File: src/rtl/dcache_pkg.sv
// Shared types and constants for the direct-mapped data cache.
// Optional statistics counters are enabled with DCACHE_STATS_EN.
package dcache_pkg;

    typedef enum logic [1:0] {
        IDLE,
        WRITEBACK,
        FETCH,
        FILL
    } state_t;

    localparam int OFFSET_BITS = 2;
    localparam int ADDR_W      = 8;
    localparam int BLOCK_W     = 32;

    function automatic int tag_width(input int index_bits);
        return ADDR_W - OFFSET_BITS - index_bits;
    endfunction

endpackage

File: src/rtl/dcache_line_array.sv
// Line storage: valid/dirty/tag/data with combinational read and
// one synchronous write port (full block fill or single byte merge).
module dcache_line_array
    import dcache_pkg::*;
#(
    parameter int INDEX_BITS = 3,
    parameter int TAG_W      = 3
) (
    input  logic                  CLK,
    input  logic                  RESET,
    input  logic [INDEX_BITS-1:0] idx,
    output logic                  valid,
    output logic                  dirty,
    output logic [TAG_W-1:0]      tag,
    output logic [BLOCK_W-1:0]    block,
    input  logic                  we,
    input  logic                  fill,
    input  logic [TAG_W-1:0]      wtag,
    input  logic [BLOCK_W-1:0]    wblock,
    input  logic [1:0]            woff,
    input  logic [7:0]            wbyte
);

    localparam int LINES = 1 << INDEX_BITS;

    logic [LINES-1:0]   valid_q;
    logic [LINES-1:0]   dirty_q;
    logic [TAG_W-1:0]   tag_q  [LINES];
    logic [BLOCK_W-1:0] data_q [LINES];

    assign valid = valid_q[idx];
    assign dirty = dirty_q[idx];
    assign tag   = tag_q[idx];
    assign block = data_q[idx];

    always_ff @(posedge CLK or posedge RESET) begin
        if (RESET) begin
            valid_q <= '0;
            dirty_q <= '0;
            for (int i = 0; i < LINES; i++) begin
                tag_q[i]  <= '0;
                data_q[i] <= '0;
            end
        end else if (we) begin
            if (fill) begin
                data_q[idx]  <= wblock;
                tag_q[idx]   <= wtag;
                valid_q[idx] <= 1'b1;
                dirty_q[idx] <= 1'b0;
            end else begin
                data_q[idx][{woff, 3'b000} +: 8] <= wbyte;
                dirty_q[idx] <= 1'b1;
            end
        end
    end

endmodule

File: src/rtl/dcache_direct.sv
// Direct-mapped write-back, write-allocate byte cache with miss FSM.
// Define DCACHE_STATS_EN to add saturating HIT_COUNT/MISS_COUNT ports.
module dcache_direct
    import dcache_pkg::*;
#(
    parameter int INDEX_BITS  = 3,
    parameter int BLOCK_BYTES = 4
) (
    input  logic        CLK,
    input  logic        RESET,
    input  logic        READ,
    input  logic        WRITE,
    input  logic [7:0]  ADDRESS,
    input  logic [7:0]  WRITEDATA,
    output logic [7:0]  READDATA,
    output logic        BUSYWAIT,
    output logic        MEM_READ,
    output logic        MEM_WRITE,
    output logic [5:0]  MEM_ADDRESS,
    output logic [31:0] MEM_WRITEDATA,
    input  logic [31:0] MEM_READDATA,
    input  logic        MEM_BUSYWAIT
`ifdef DCACHE_STATS_EN
    ,
    output logic [15:0] HIT_COUNT,
    output logic [15:0] MISS_COUNT
`endif
);

    localparam int TAG_W = tag_width(INDEX_BITS);
    localparam int BLK_W = BLOCK_BYTES * 8;

    state_t state_q, state_d;

    logic [TAG_W-1:0]      a_tag;
    logic [INDEX_BITS-1:0] a_idx;
    logic [1:0]            a_off;

    logic [TAG_W-1:0]      m_tag;
    logic [INDEX_BITS-1:0] m_idx;
    logic [BLK_W-1:0]      fill_buf;
    logic [7:0]            rdata_q;

    logic [INDEX_BITS-1:0] l_idx;
    logic                  l_valid;
    logic                  l_dirty;
    logic [TAG_W-1:0]      l_tag;
    logic [BLOCK_W-1:0]    l_block;

    logic       req, hit, busy, rd_hit, we, fill;
    logic [7:0] sel_byte;

    assign a_tag = ADDRESS[ADDR_W-1 -: TAG_W];
    assign a_idx = ADDRESS[OFFSET_BITS +: INDEX_BITS];
    assign a_off = ADDRESS[1:0];

    assign req      = READ | WRITE;
    assign l_idx    = (state_q == IDLE) ? a_idx : m_idx;
    assign hit      = l_valid && (l_tag == a_tag);
    assign sel_byte = l_block[{a_off, 3'b000} +: 8];

    dcache_line_array #(
        .INDEX_BITS(INDEX_BITS),
        .TAG_W     (TAG_W)
    ) u_lines (
        .CLK   (CLK),
        .RESET (RESET),
        .idx   (l_idx),
        .valid (l_valid),
        .dirty (l_dirty),
        .tag   (l_tag),
        .block (l_block),
        .we    (we),
        .fill  (fill),
        .wtag  (m_tag),
        .wblock(fill_buf),
        .woff  (a_off),
        .wbyte (WRITEDATA)
    );

    always_comb begin
        state_d       = state_q;
        busy          = 1'b0;
        rd_hit        = 1'b0;
        we            = 1'b0;
        fill          = 1'b0;
        MEM_READ      = 1'b0;
        MEM_WRITE     = 1'b0;
        MEM_ADDRESS   = '0;
        MEM_WRITEDATA = '0;
        unique case (state_q)
            IDLE: begin
                if (req && hit) begin
                    we     = WRITE;
                    rd_hit = ~WRITE;
                end else if (req) begin
                    busy    = 1'b1;
                    state_d = (l_valid && l_dirty) ? WRITEBACK : FETCH;
                end
            end
            WRITEBACK: begin
                busy          = 1'b1;
                MEM_WRITE     = 1'b1;
                MEM_ADDRESS   = {l_tag, m_idx};
                MEM_WRITEDATA = l_block;
                if (!MEM_BUSYWAIT) state_d = FETCH;
            end
            FETCH: begin
                busy        = 1'b1;
                MEM_READ    = 1'b1;
                MEM_ADDRESS = {m_tag, m_idx};
                if (!MEM_BUSYWAIT) state_d = FILL;
            end
            FILL: begin
                busy    = 1'b1;
                we      = 1'b1;
                fill    = 1'b1;
                state_d = IDLE;
            end
            default: state_d = IDLE;
        endcase
    end

    // Reset masks the stall even while a request is still presented.
    assign BUSYWAIT = busy & ~RESET;
    assign READDATA = rd_hit ? sel_byte : rdata_q;

    always_ff @(posedge CLK or posedge RESET) begin
        if (RESET) begin
            state_q  <= IDLE;
            m_tag    <= '0;
            m_idx    <= '0;
            fill_buf <= '0;
            rdata_q  <= '0;
        end else begin
            state_q <= state_d;
            if (state_q == IDLE && state_d != IDLE) begin
                m_tag <= a_tag;
                m_idx <= a_idx;
            end
            if (state_q == FETCH && !MEM_BUSYWAIT) fill_buf <= MEM_READDATA;
            if (rd_hit) rdata_q <= sel_byte;
        end
    end

`ifdef DCACHE_STATS_EN
    // The hit that follows a fill is the retried miss, not a new hit.
    logic retry_q;

    always_ff @(posedge CLK or posedge RESET) begin
        if (RESET) begin
            retry_q    <= 1'b0;
            HIT_COUNT  <= '0;
            MISS_COUNT <= '0;
        end else begin
            if (state_q == FILL) retry_q <= 1'b1;
            else if (state_q == IDLE) retry_q <= 1'b0;
            if (state_q == IDLE && req && hit && !retry_q &&
                HIT_COUNT != 16'hFFFF)
                HIT_COUNT <= HIT_COUNT + 16'd1;
            if (state_q == IDLE && state_d != IDLE &&
                MISS_COUNT != 16'hFFFF)
                MISS_COUNT <= MISS_COUNT + 16'd1;
        end
    end
`endif

endmodule

File: config.mk
export PLATFORM = sky130hd
export DESIGN_NAME = dcache_direct
export DESIGN_NICKNAME = d
export VERILOG_FILES = /design/src/rtl/dcache_pkg.sv /design/src/rtl/dcache_line_array.sv /design/src/rtl/dcache_direct.sv
export SDC_FILE = /design/constraint.sdc
export NUM_CORES = 1
export LEC_CHECK = 0
export ABC_AREA = 1
export ABC_CLOCK_PERIOD_IN_PS = 13670
export CORE_AREA = 2 2 198 200
export DETAILED_ROUTE_END_ITERATION = 8
export DIE_AREA = 0 0 200 202
export HOLD_SLACK_MARGIN = 0.03
export PLACE_DENSITY_LB_ADDON = 0.2
export SLEW_MARGIN = 0
export SYNTH_ARGS = -nofsm -noshare
export SYNTH_HDL_FRONTEND = slang
export SYNTH_SLANG_ARGS = --single-unit
File: constraint.sdc
create_clock -name CLK -period 13.67 [get_ports CLK]
set_input_delay 2.734 -clock CLK [delete_from_list [all_inputs] [get_ports CLK]]
set_output_delay 2.734 -clock CLK [all_outputs]
set_load 0.03 [all_outputs]
==> run_results.csv, run 1 <==
group,metric,value,unit
synth,ys_seq_area_share,47.2,%
detailed_routing,first_pass_iters,9,
detailed_routing,drc,0,
clock_tree,postCtsSetupRepairBufs,0,
global_route,grt_max_degree,117,
detailed_routing,routed_wl,70800,um
critical_path,cp_cell_sequence,"clkdlybuf4s50_1, inv_1, nand2_1, nand2_1, nor2_1, nand2_1, buf_4, clkinv_1, a221oi_1, nand4_1, nand3_1, nand2_1, nor2_1, nor2_1, clkdlybuf4s50_1",
cells_and_area,n_fill_cell,3654,
sta,min_period,9980,ps
cells_and_area,utilization,54.6,%
clock_tree,cts_buffers,41,
clock_tree,cts_tree,"yes",
sta,finalHoldViolCount,0,
power_and_ir_drop,leakagePower,10.1,nW
critical_path,crit_required,10940,ps
critical_path,max_stage_delay,900,ps
global_route,antenna_found_initial,1,
floorplan,die_area,0.0404,mm2
sta,fin_crit_sh,73.0,%
sta,fin_tns_setup,0,ps
sta,finClkSkew,24.6,ps
power_and_ir_drop,ir_drop,0.000130,V
clock_tree,ctsResizeCount,0,
synth,synth-edff-count,0,
floorplan,coreArea,0.0383,mm2
floorplan,ios,102,
synth,netlist_top_cells_count,"nand2_1 (598), dfrtp_1 (344), o22ai_1 (288), nor2_1 (201), nand3_1 (188)",
global_route,grt_overflow,0,
synth,synth.avg_cell_area,7.73,um2
critical_path,crit_type,"in -> out",
placed_design,post-dp-hpwl,46800,um
sta,slew_headroom,27.4,%
synth,async_flop_share,100,%
clock_tree,cts_sinks,344,
synth,synth_area_leaders,"dfrtp_1 (47%), nand2_1 (12%), o22ai_1 (9.9%)",
cells_and_area,fin_area,0.0209,mm2
detailed_routing,drt_iter0_markers,2362,
critical_path,cp_num_buf_inv,5,
sta,final_max_slew_viol_count,0,
critical_path,worst_ep_arrival_time,7250,ps
min_path,hold_class,"reg -> reg",
cells_and_area,areaGrowthSynthToFinish,14.5,%
synth,netlist.area_leader.share,47.2,%
sta,setup_violations,0,
detailed_routing,viasPerCell,6.34,
synth,synthCells,2361,
placed_design,gp_congestion,0.990,
clock_tree,cts_max_path_buffers,3,
sta,tightest_slew,1080,ps
critical_path,cpMostUsedCell,"nand2_1",
sta,rsz0062_at_grt,"no",
clock_tree,clk-insertion-delay-late,570,ps
floorplan,start_util,47.6,%
floorplan,fp-row-count,72,
detailed_routing,route.detailed.wl_per_inst,24.1,um
critical_path,cp_slowest_cell,"clkinv_1",
global_route,grt_use_total,35.0,%
critical_path,crit_family,"buffers and inverters",
run,max_cap_violations,0,
synth,yosys_warnings,0,
clock_tree,clock-root-buffer,"clkbuf_16",
cells_and_area,nets,2458,
critical_path,critPathLaunchType,"primary input",
synth,synth_top_area_cell,"dfrtp_1",
cells_and_area,multi_input_area,0.00819,mm2
synth,syn_area,0.0182,mm2
clock_tree,htreeDepth,2,
placed_design,post-place-ws,3930,ps
power_and_ir_drop,power_density,211,mW/mm2
clock_tree,clk_pin_slew,50,ps
synth,synth_most_common_cell,"nand2_1",
cells_and_area,register_area,0.00861,mm2
critical_path,path_depth,15,
synth,ys_ff_latch,344,
detailed_routing,ant_nets,0,
sta,max_freq,100,MHz
global_route,grt_pass1_wl,107000,um
synth,yosys_most_used_dff,"dfrtp_1",
sta,timing.final.ws_setup,3690,ps
power_and_ir_drop,total_power,4.40,mW
placed_design,dpl_cell_area,0.0195,mm2
min_path,holdPathStages,2,
cells_and_area,drive_gt1_share,5.65,%
placed_design,io_buffers,101,
critical_path,cp_max_fo,26,
status,status,"finished, final reports clean",
global_route,first_global_vias,17900,
synth,synth_nets,2424,
critical_path,reg2reg_depth,13,
clock_tree,cts_hold_buf,0,
critical_path,setup.worst_path.end_class,"output pin",
synth,yosysUniqueCellTypes,33,
floorplan,die_y,202,um
detailed_routing,vias,18700,
floorplan,die_x,200,um
-- per-stage QoR --
stage	cells	hold WS [ps]
after floorplan	2361	423
after global placement	2870	439
after detailed placement	2870	439
after CTS	2942	452
after global routing	2942	484
final	2943	451
-- layer usage --
| metal | track usage, % | wire length (um) | up-vias |
|---|---|---|---|
| met5 | 0 | 0 | - |
| met4 | 18.7 | 3760 | 0 |
| met3 | 10.1 | 8380 | 258 |
| met2 | 50.2 | 30200 | 1265 |
| met1 | 47.8 | 28500 | 8934 |
| li1 | - | - | 8196 |
-- logic make-up (layout without fill, tap and decap cells) --
kind of cell             count (synthesis)  in the layout  share of synthesized area (%)
other                                    0              1                              0
adder cells (fa/ha/maj)                 10             10                          0.686
AND/OR/NAND/NOR                       1055           1055                           24.2
flip-flops                             344            344                           47.2
AO/OA/AOI/OAI                          596            596                           20.0
buffers and inverters                  356            419                           7.94
-- cells in the final DEF (no fill, tap or decap), types with 7 or more instances in the layout --
master / count
nand2_1: 597
clkbuf_8: 13
nand2_2: 18
inv_1: 177
nand4_1: 24
o21ai_0: 41
clkdlybuf4s50_1: 101
a221oi_1: 46
a31oi_1: 21
clkbuf_16: 43
nor2_2: 7
buf_4: 31
clkinv_1: 36
a21oi_1: 158
ha_1: 10
dfrtp_1: 344
a22oi_1: 27
nor2_1: 199
nand3_1: 188
clkbuf_1: 7
o22ai_1: 288
-- layout make-up --
cell class                 count  share of cell area (%)
clock buffer                  63                    6.13
timing repair buffer         132                    5.95
tap                          518                    3.10
inverter                     215                    3.91
sequential                   344                    41.2
antenna                        1                  0.0120
multi-input combinational   1661                    39.2
clock inverter                 9                   0.485
-- power breakdown --
part           switching, mW  total [mW]  internal, mW
clock network          0.450        1.13         0.681
logic                   1.42        1.94         0.520
registers             0.0921        1.33          1.24
total                   1.96        4.40          2.44
-- worst paths after layout --
check	from	end	slack (ps)
setup / recovery	ADDRESS[3]	READDATA[6]	3690
hold / removal	u_lines.valid_q[7]	u_lines.valid_q[7]	450
setup reg to reg	state_q[0]	u_lines.data_q[135]	8540
hold reg to reg	u_lines.valid_q[7]	u_lines.valid_q[7]	450
max in group asynchronous	RESET	u_lines.data_q[85]	8340
min in group asynchronous	RESET	m_idx[1]	2780
-- flip-flops by register name, summed over array words and instances (netlist names), named ones only --
register and cells:
m_tag 3, u_lines.valid_q 8, rdata_q 8, state_q 2, u_lines.data_q 256, m_idx 3
u_lines.tag_q 24, fill_buf 32
-- worst register-to-register path, delay by kind of cell (launching register included) --
kind | cells | cell delay, ps
buf+inv | 4 | 1760
compound gates | 2 | 230
flops | 1 | 430
fa+ha+maj | 1 | 590
simple gates | 6 | 1970
No activity file was read; power rests on OpenSTA's default activity.
==> inputs of run 2 (changes only) <==
--- a/config.mk
+++ b/config.mk
@@ -6,7 +6,7 @@
 export NUM_CORES = 1
 export LEC_CHECK = 0
 export ABC_AREA = 1
-export ABC_CLOCK_PERIOD_IN_PS = 13670
+export ABC_CLOCK_PERIOD_IN_PS = 9650
 export CORE_AREA = 2 2 198 200
 export DETAILED_ROUTE_END_ITERATION = 8
 export DIE_AREA = 0 0 200 202
==> constraint.sdc (replaced) <==
create_clock -name CLK -period 9.65 [get_ports CLK]
set_input_delay 1.93 -clock CLK [delete_from_list [all_inputs] [get_ports CLK]]
set_output_delay 1.93 -clock CLK [all_outputs]
set_load 0.03 [all_outputs]
==> run 2 against run 1 <==
  * Count of clock-buffer cells in the layout shrank 3
  * Register-to-register slack lost 4100 ps
  * Non-clock buffer count grew 1
  * Critical path depth grew 2
  * Wire length shrank 3.8%
  * Hold slack lost 1.7 ps
  * Core utilization grew 0.082 points
  * Design area grew 0.15%
  * Setup slack lost 2200 ps
  * Flip-flop and latch count is the same
==> run_results.csv, run 2 (synthesized netlist as in run 1, its figures left out) <==
group,metric,value,unit
detailed_routing,first_pass_iters,8,
detailed_routing,ant_nets,0,
global_route,grt_max_degree,167,
detailed_routing,route.detailed.wl_per_inst,23.1,um
sta,rsz0062_at_grt,"no",
clock_tree,htreeDepth,2,
sta,finalHoldViolCount,0,
critical_path,cp_max_fo,20,
critical_path,critPathLaunchType,"primary input",
global_route,grt_use_total,33.7,%
clock_tree,cts_tree,"yes",
clock_tree,ctsResizeCount,0,
sta,min_period,8180,ps
detailed_routing,vias,18500,
clock_tree,clock-root-buffer,"clkbuf_16",
critical_path,crit_required,7720,ps
clock_tree,postCtsSetupRepairBufs,0,
power_and_ir_drop,ir_drop,0.000137,V
cells_and_area,n_fill_cell,3639,
sta,tightest_slew,1330,ps
min_path,hold_class,"reg -> reg",
placed_design,io_buffers,101,
sta,timing.final.ws_setup,1470,ps
clock_tree,clk_pin_slew,50,ps
critical_path,worst_ep_arrival_time,6250,ps
global_route,antenna_found_initial,1,
floorplan,fp-row-count,72,
clock_tree,cts_max_path_buffers,3,
cells_and_area,regMostFlops,"u_lines.data_q",
cells_and_area,areaGrowthSynthToFinish,14.7,%
power_and_ir_drop,leakagePower,10.1,nW
cells_and_area,nets,2459,
cells_and_area,drive_gt1_share,5.61,%
cells_and_area,reg.largest.list,"u_lines.data_q: 256 flops, fill_buf: 32 flops, u_lines.tag_q: 24 flops",
detailed_routing,drt_iter0_markers,2304,
clock_tree,cts_sinks,344,
clock_tree,cts_buffers,41,
sta,fin_tns_setup,0,ps
floorplan,ios,102,
global_route,first_global_vias,17500,
critical_path,crit_type,"in -> out",
clock_tree,clk-insertion-delay-late,570,ps
global_route,grt_pass1_wl,103000,um
cells_and_area,largest_reg_flops,256,
placed_design,gp_congestion,0.981,
sta,final_max_slew_viol_count,0,
floorplan,die_y,202,um
detailed_routing,drc,0,
sta,max_freq,122,MHz
placed_design,post-dp-hpwl,44700,um
status,status,"finished, final reports clean",
cells_and_area,final_common_cell,"nand2_1",
detailed_routing,routed_wl,68100,um
sta,fin_crit_sh,84.8,%
floorplan,start_util,47.6,%
critical_path,setup.worst_path.end_class,"output pin",
placed_design,post-place-ws,1710,ps
floorplan,die_x,200,um
sta,finClkSkew,20.0,ps
clock_tree,cts_hold_buf,0,
sta,slew_headroom,11.2,%
detailed_routing,viasPerCell,6.30,
floorplan,die_area,0.0404,mm2
floorplan,coreArea,0.0383,mm2
sta,setup_violations,0,
run,max_cap_violations,0,
power_and_ir_drop,power_density,300,mW/mm2
global_route,grt_overflow,0,
cells_and_area,layout_common_cells,"nand2_1 (597), dfrtp_1 (344), o22ai_1 (288)",
==> run 2: changes by cell type in the layout (fill, tap and decap cells not counted), sizes merged <==
cell	delta
buf	+1
bufinv	+2
clkbuf	-3
clkinv	+1
clkinvlp	+1
==> run 2: final cells by class <==
cell class / count / area, um2 / area share [%]
sequential: 344 / 8610 / 41.1
timing repair buffer: 133 / 1280 / 6.10
clock buffer: 60 / 1210 / 5.78
antenna: 1 / 2.50 / 0.0120
inverter: 215 / 813 / 3.89
multi-input combinational: 1661 / 8190 / 39.1
clock inverter: 13 / 175 / 0.837
tap: 518 / 648 / 3.10
==> run 2: report_power, final <==
| group | switching (mW) | total [mW] | internal, mW |
|---|---|---|---|
| combinational | 2.03 | 2.78 | 0.748 |
| clock | 0.639 | 1.62 | 0.976 |
| sequential | 0.131 | 1.89 | 1.75 |
==> run 2: per-layer routing <==
metal  GRT usage (%)  vias to the layer above  wire [um]  share of wire [%]
met5               0                        -          0                  0
met4            18.6                        0       3910                5.7
met3            7.98                      256       8160                 12
met2            50.0                     1259      29500                 43
met1            45.4                     8831      26500                 39
li1                -                     8203          -                  -
==> run 2: per-stage QoR <==
step                      hold slack [ps]  std cells  total power, mW  cell area [um2]  util [%]
after floorplan                       423       2361             3.63            18200         -
after global placement                434       2871             4.54            19500      51.0
after detailed placement              438       2871             4.58            19500      51.0
after CTS                             451       2944             6.20            20900      54.6
after global routing                  472       2944             6.55            20900      54.6
final                                 449       2945             6.28            20900      54.7
==> run 2: worst max-delay path, cell delays in order <==
cell	delay (ps)
clkdlybuf4s50_1	450
inv_1	70
nand2_1	50
nand2_1	420
nor2_1	140
nand2_1	90
buf_4	360
clkinv_1	750
a221oi_1	490
nand2_1	110
inv_1	110
nand2_1	60
nand3_1	150
nand2_1	70
nor2_1	260
nor2_1	110
clkdlybuf4s50_1	610
==> run 2: worst paths after layout <==
path | slack (ps) | start | cells past startpoint | to
setup / recovery | 1470 | ADDRESS[3] | 17 | READDATA[3]
hold reg to reg | 450 | u_lines.valid_q[1] | 2 | u_lines.valid_q[1]
setup reg to reg | 4470 | state_q[0] | 13 | u_lines.data_q[161]
max in group asynchronous | 6370 | RESET | 3 | u_lines.data_q[52]
min in group asynchronous | 1830 | RESET | 2 | m_idx[1]
hold / removal | 450 | u_lines.valid_q[1] | 2 | u_lines.valid_q[1]
